--- src/rtl/mem_arbiter.sv ---
// Single-port memory arbiter between instruction fetch and data load/store.
// Data wins contention unless fetch has lost STARVE_MAX arbitrations in a row.
module mem_arbiter #(
  parameter int ADDR_W     = 10,
  parameter int DATA_W     = 16,
  parameter int MEM_LAT    = 2,
  parameter int STARVE_MAX = 3
) (
  input  logic              clk,
  input  logic              rst,
  input  logic              if_req,
  input  logic [ADDR_W-1:0] if_addr,
  output logic              if_gnt,
  output logic              if_rvalid,
  output logic [DATA_W-1:0] if_rdata,
  input  logic              d_req,
  input  logic              d_we,
  input  logic [ADDR_W-1:0] d_addr,
  input  logic [DATA_W-1:0] d_wdata,
  output logic              d_gnt,
  output logic              d_rvalid,
  output logic [DATA_W-1:0] d_rdata,
  output logic              mem_en,
  output logic              mem_we,
  output logic [ADDR_W-1:0] mem_addr,
  output logic [DATA_W-1:0] mem_wdata,
  input  logic [DATA_W-1:0] mem_rdata,
  output logic              busy
);

  localparam int CNT_W = (MEM_LAT > 1) ? $clog2(MEM_LAT) : 1;
  localparam int STV_W = (STARVE_MAX > 0) ? $clog2(STARVE_MAX + 1) : 1;

  typedef enum logic [1:0] {IDLE, ISSUE, WAIT, RESP} state_t;

  state_t            r_state, w_next;
  logic [CNT_W-1:0]  r_cnt;
  logic [STV_W-1:0]  r_starve;
  logic              r_own_d, r_we;
  logic [ADDR_W-1:0] r_addr;
  logic [DATA_W-1:0] r_wdata, r_if_rdata, r_d_rdata;
  logic              w_any, w_starved, w_pick_d;

  assign w_any     = d_req | if_req;
  assign w_starved = (r_starve == STV_W'(STARVE_MAX));
  assign w_pick_d  = d_req & ~(if_req & w_starved);

  assign mem_addr  = r_addr;
  assign mem_wdata = r_wdata;
  assign if_rdata  = r_if_rdata;
  assign d_rdata   = r_d_rdata;

  always_ff @(posedge clk) begin
    if (rst) r_state <= IDLE;
    else     r_state <= w_next;
  end

  always_comb begin
    w_next    = r_state;
    if_gnt    = 1'b0;
    d_gnt     = 1'b0;
    if_rvalid = 1'b0;
    d_rvalid  = 1'b0;
    mem_en    = 1'b0;
    mem_we    = 1'b0;
    busy      = 1'b1;
    case (r_state)
      IDLE: begin
        busy = 1'b0;
        if (w_any) w_next = ISSUE;
      end
      ISSUE: begin
        mem_en = 1'b1;
        mem_we = r_we;
        if_gnt = ~r_own_d;
        d_gnt  = r_own_d;
        w_next = WAIT;
      end
      WAIT: if (r_cnt == '0) w_next = RESP;
      RESP: begin
        if_rvalid = ~r_own_d;
        d_rvalid  = r_own_d;
        w_next    = IDLE;
      end
      default: w_next = IDLE;
    endcase
  end

  always_ff @(posedge clk) begin
    if (rst) begin
      r_cnt      <= '0;
      r_starve   <= '0;
      r_own_d    <= 1'b0;
      r_we       <= 1'b0;
      r_addr     <= '0;
      r_wdata    <= '0;
      r_if_rdata <= '0;
      r_d_rdata  <= '0;
    end else begin
      case (r_state)
        IDLE: if (w_any) begin
          r_own_d <= w_pick_d;
          r_we    <= w_pick_d & d_we;
          r_addr  <= w_pick_d ? d_addr : if_addr;
          if (w_pick_d) r_wdata <= d_wdata;
          // Starvation only accrues while fetch is actually waiting.
          if (!w_pick_d)     r_starve <= '0;
          else if (if_req) begin
            if (!w_starved)  r_starve <= r_starve + STV_W'(1);
          end else           r_starve <= '0;
        end
        ISSUE: r_cnt <= CNT_W'(MEM_LAT - 1);
        WAIT: begin
          if (r_cnt == '0) begin
            if (!r_own_d)   r_if_rdata <= mem_rdata;
            else if (!r_we) r_d_rdata  <= mem_rdata;
          end else begin
            r_cnt <= r_cnt - CNT_W'(1);
          end
        end
        default: ;
      endcase
    end
  end

endmodule

--- config.mk ---
export PLATFORM = sky130hd
export DESIGN_NAME = mem_arbiter
export DESIGN_NICKNAME = d
export VERILOG_FILES = /design/src/rtl/mem_arbiter.sv
export SDC_FILE = /design/constraint.sdc
export NUM_CORES = 1
export LEC_CHECK = 0
export ABC_AREA = 1
export BUFFER_PORTS_ARGS = -buffer_cell sky130_fd_sc_hd__buf_4
export CAP_MARGIN = 20
export CORE_MARGIN = 2
export CORE_UTILIZATION = 47
export CTS_CLUSTER_SIZE = 28
export DETAILED_ROUTE_END_ITERATION = 10
export HOLD_SLACK_MARGIN = 0.08
export PLACE_DENSITY = 0.8
export SYNTH_ARGS = -nofsm -noshare
export SYNTH_HDL_FRONTEND = slang
export SYNTH_SLANG_ARGS = --single-unit
--- constraint.sdc ---
create_clock -name clk -period 1.65 [get_ports clk]
set_clock_uncertainty 0.15 [all_clocks]
set_input_delay 0.0825 -clock clk [delete_from_list [all_inputs] [get_ports clk]]
set_output_delay 0.0825 -clock clk [all_outputs]
set_load 0.1 [all_outputs]
==> reports/metrics.csv <==
stage,metric,value,unit
clock_tree,cts_root_buffer,clkbuf_8,
critical_path,worst_setup_path_end_kind,flip-flop,
critical_path,rr_worst_depth,6,
clock_tree,cts.sinks,65,
sta,fin_tns_setup,0,ns
sta,setup_viol,0,
cells_and_area,final_util,81.75,%
synthesis,synth_nets,425,
sta,clock.fmax,0.6212,GHz
clock_tree,clkSlewWorstSetupHoldPaths,0.07,ns
cells_and_area,seqCellArea,1303,µm²
cells_and_area,diodes,0,
critical_path,critPathRequiredTime,1.71,ns
grt,grt-ovfl-total,0,
synthesis,synth-seq-area-share,47.25,%
floorplanning,core,5574,µm²
grt,grt_start_max_net_pins,46,
drt,first_pass_iters,4,
sta,min_period_over_period,97.57,%
synthesis,syn_inst,363,
critical_path,r2r-end,mem_wdata[2],
synthesis,yosys_warnings,0,
critical_path,regToRegSetupSlack,0.04,ns
grt,antenna_found_initial,0,
critical_path,crit_type,flip-flop to flip-flop,
floorplanning,start_util,49.41,%
sta,period_needed,1.610,ns
critical_path,worstSetupStartpointType,flip-flop,
synthesis,syn_avg_cell_area,7.586,µm²
drt,drt_wl_total,8.103,mm
run,drv.max_cap_violation_count,0,
placement,hpwl,4.934,mm
grt,grt_pass1_wl,13.00,mm
synthesis,synth-seq-cells,65,
floorplanning,ios,122,
sta,hold_viol_final,0,
cells_and_area,num-nets-final,599,
sta,worst-slew-pin-transition,0.4213,ns
grt,grt_pass1_vias,2985,
clock_tree,clock_path_buffers,2,
clock_tree,cts_inserted_buffers,9,
floorplanning,die-area,6488,µm²
drt,detail_route.vias_per_cell,4.919,
worst_hold_path,min_to,mem_wdata[15],
critical_path,crit-reg2reg-launch,r_state[0],
clock_tree,post_cts_buffers,0,
synthesis,yosys.area.top_type,dfxtp_1,
cells_and_area,syn_to_final_growth,65.47,%
clock_tree,htreeDepth,3,
synthesis,netlist_area,2754,µm²
synthesis,synth_top_area_share,47.25,%
sta,grt_setup_unrepaired,true,
cells_and_area,fin_cells,614,
worst_hold_path,worstHoldStart,mem_wdata[15],
drt,via_count,3020,
synthesis,yosysUniqueCellTypes,22,
cells_and_area,n_fill_cell,368,
cells_and_area,multi_input_area,1231,µm²
power_and_ir_drop,ir_drop,1.153,mV
worst_hold_path,hp-class,flip-flop to flip-flop,
critical_path,cp_max_fo,17,
placement,io_buffers,121,
power_and_ir_drop,power.total,8.528,mW
worst_hold_path,min_path_cells,2,
sta,holdWs,0.3121,ns
synthesis,synth_area_leaders,"dfxtp_1 47%, nor2_1 14%, o21ai_0 7.6%",
critical_path,cp.arrival,1.67,ns
drt,ant_nets,0,
drt,wl_per_cell,13.20,µm
run_status,status,"complete, no violations",
grt,grt_use_total,25.77,%
sta,slew_violations,0,
placement,place.gp.congestion,0.7991,
power_and_ir_drop,power.density,1872,nW/µm²
sta,slew_headroom,71.62,%
floorplanning,die_w,80.55,µm
power_and_ir_drop,leakagePower,2.081,nW
placement,place_inst,542,
drt,drc,0,
drt,detail_route.iter0.violations,116,
cells_and_area,drive_gt1_share,33.76,%
clock_tree,clk_latency,0.33,ns
floorplanning,die_y,80.55,µm
floorplanning,rows,27,
clock_tree,cts_tree,built,
==> through the flow <==
stage	worst slack [ns]	area (µm²)
after CTS	-0.002743	4518
after floorplan	-0.1490	2779
final	0.04009	4557
after global placement	0.07176	3724
after global routing	-0.02964	4557
after detailed placement	-0.007536	3724
==> report_power, final <==
part           internal, mW  total [mW]  switching, mW
clock network         0.819        1.42          0.603
registers              1.94        2.17          0.229
logic                  1.22        4.94           3.72
total                  3.97        8.53           4.56
==> synth_stat cells <==
master      n
nor2_1    100
nand2_2    11
buf_1       1
buf_2       9
dfxtp_1    65
o21ai_0    42
a21oi_2     9
inv_2       4
buf_6       5
nand2_4     1
ha_1        5
nand3_4     1
nand2_1    41
buf_12      1
nand4_1    19
inv_1      23
nor2_2      2
a21oi_1    13
buf_4       1
clkbuf_1    5
nand3_1     1
o21ai_1     4
==> final cells by class <==
cell class / count / share of cell area, %
well taps: 72 / 1.977
clock inverters: 4 / 1.098
flip-flops and latches: 65 / 28.58
repair buffers: 185 / 35.15
inverters: 27 / 2.554
multi-input cells: 249 / 27.02
clock buffers: 12 / 3.624
==> worst max path at each step <==
stage	slack [ns]	endpoint	cells after the start	start
after floorplan	-0.15	if_gnt	4	r_state[1]
after global placement	0.07	mem_wdata[5]	6	r_state[0]
after detailed placement	-0.008	mem_wdata[3]	6	r_state[0]
after CTS	-0.003	d_rdata[4]	8	r_state[0]
after global routing	-0.03	mem_wdata[2]	6	r_state[0]
final	0.04	mem_wdata[2]	6	r_state[0]
==> flip-flops by register name (all words and copies together) (netlist names) <==
| register | cells |
|---|---|
| r_own_d | 1 |
| d_rdata | 16 |
| if_rdata | 16 |
| mem_wdata | 16 |
| r_we | 1 |
| r_state | 2 |
| r_cnt | 1 |
| r_starve | 2 |
| mem_addr | 10 |
==> cells in the final DEF, fill, tap and decap left out, drive strengths merged <==
| cell | count |
|---|---|
| clkinv | 1 |
| clkbuf | 12 |
| inv | 25 |
| nand2 | 53 |
| bufinv | 1 |
| a21oi | 22 |
| nand4 | 19 |
| nand3 | 2 |
| nor2 | 102 |
| ha | 5 |
| dlygate4sd3 | 56 |
| clkinvlp | 4 |
| buf | 129 |
| dfxtp | 65 |
| o21ai | 46 |
==> layer usage <==
layer	wire, µm	part of all wire [%]	vias to the layer above	global-route usage (%)
li1	-	-	1510	-
met1	3260	40	1375	28.70
met2	4103	51	117	45.83
met3	532	6.6	18	5.169
met4	206	2.5	0	13.73
met5	0	0	-	0
==> logic make-up after synthesis <==
logic type      Yosys count  share of synthesized area (%)
simple gates            176                          27.71
compound gates           68                          13.58
flops                    65                          47.25
buf+inv                  49                          9.177
fa+ha+maj                 5                          2.272
==> critical path: stages, from the launching register on <==
cell,delay [ns]
dfxtp_1,0.33
inv_1,0.12
ha_2,0.27
buf_4,0.18
nand3_4,0.22
nand2_1,0.15
a21oi_1,0.07
==> timing repair <==
action,CTS,global route
hold buffers,56,0
pin swaps,0,1
resized for setup,6,12
setup endpoints to repair,7,31
endpoints found under the hold margin,63,0
No activity file was read; power rests on OpenSTA's default activity.
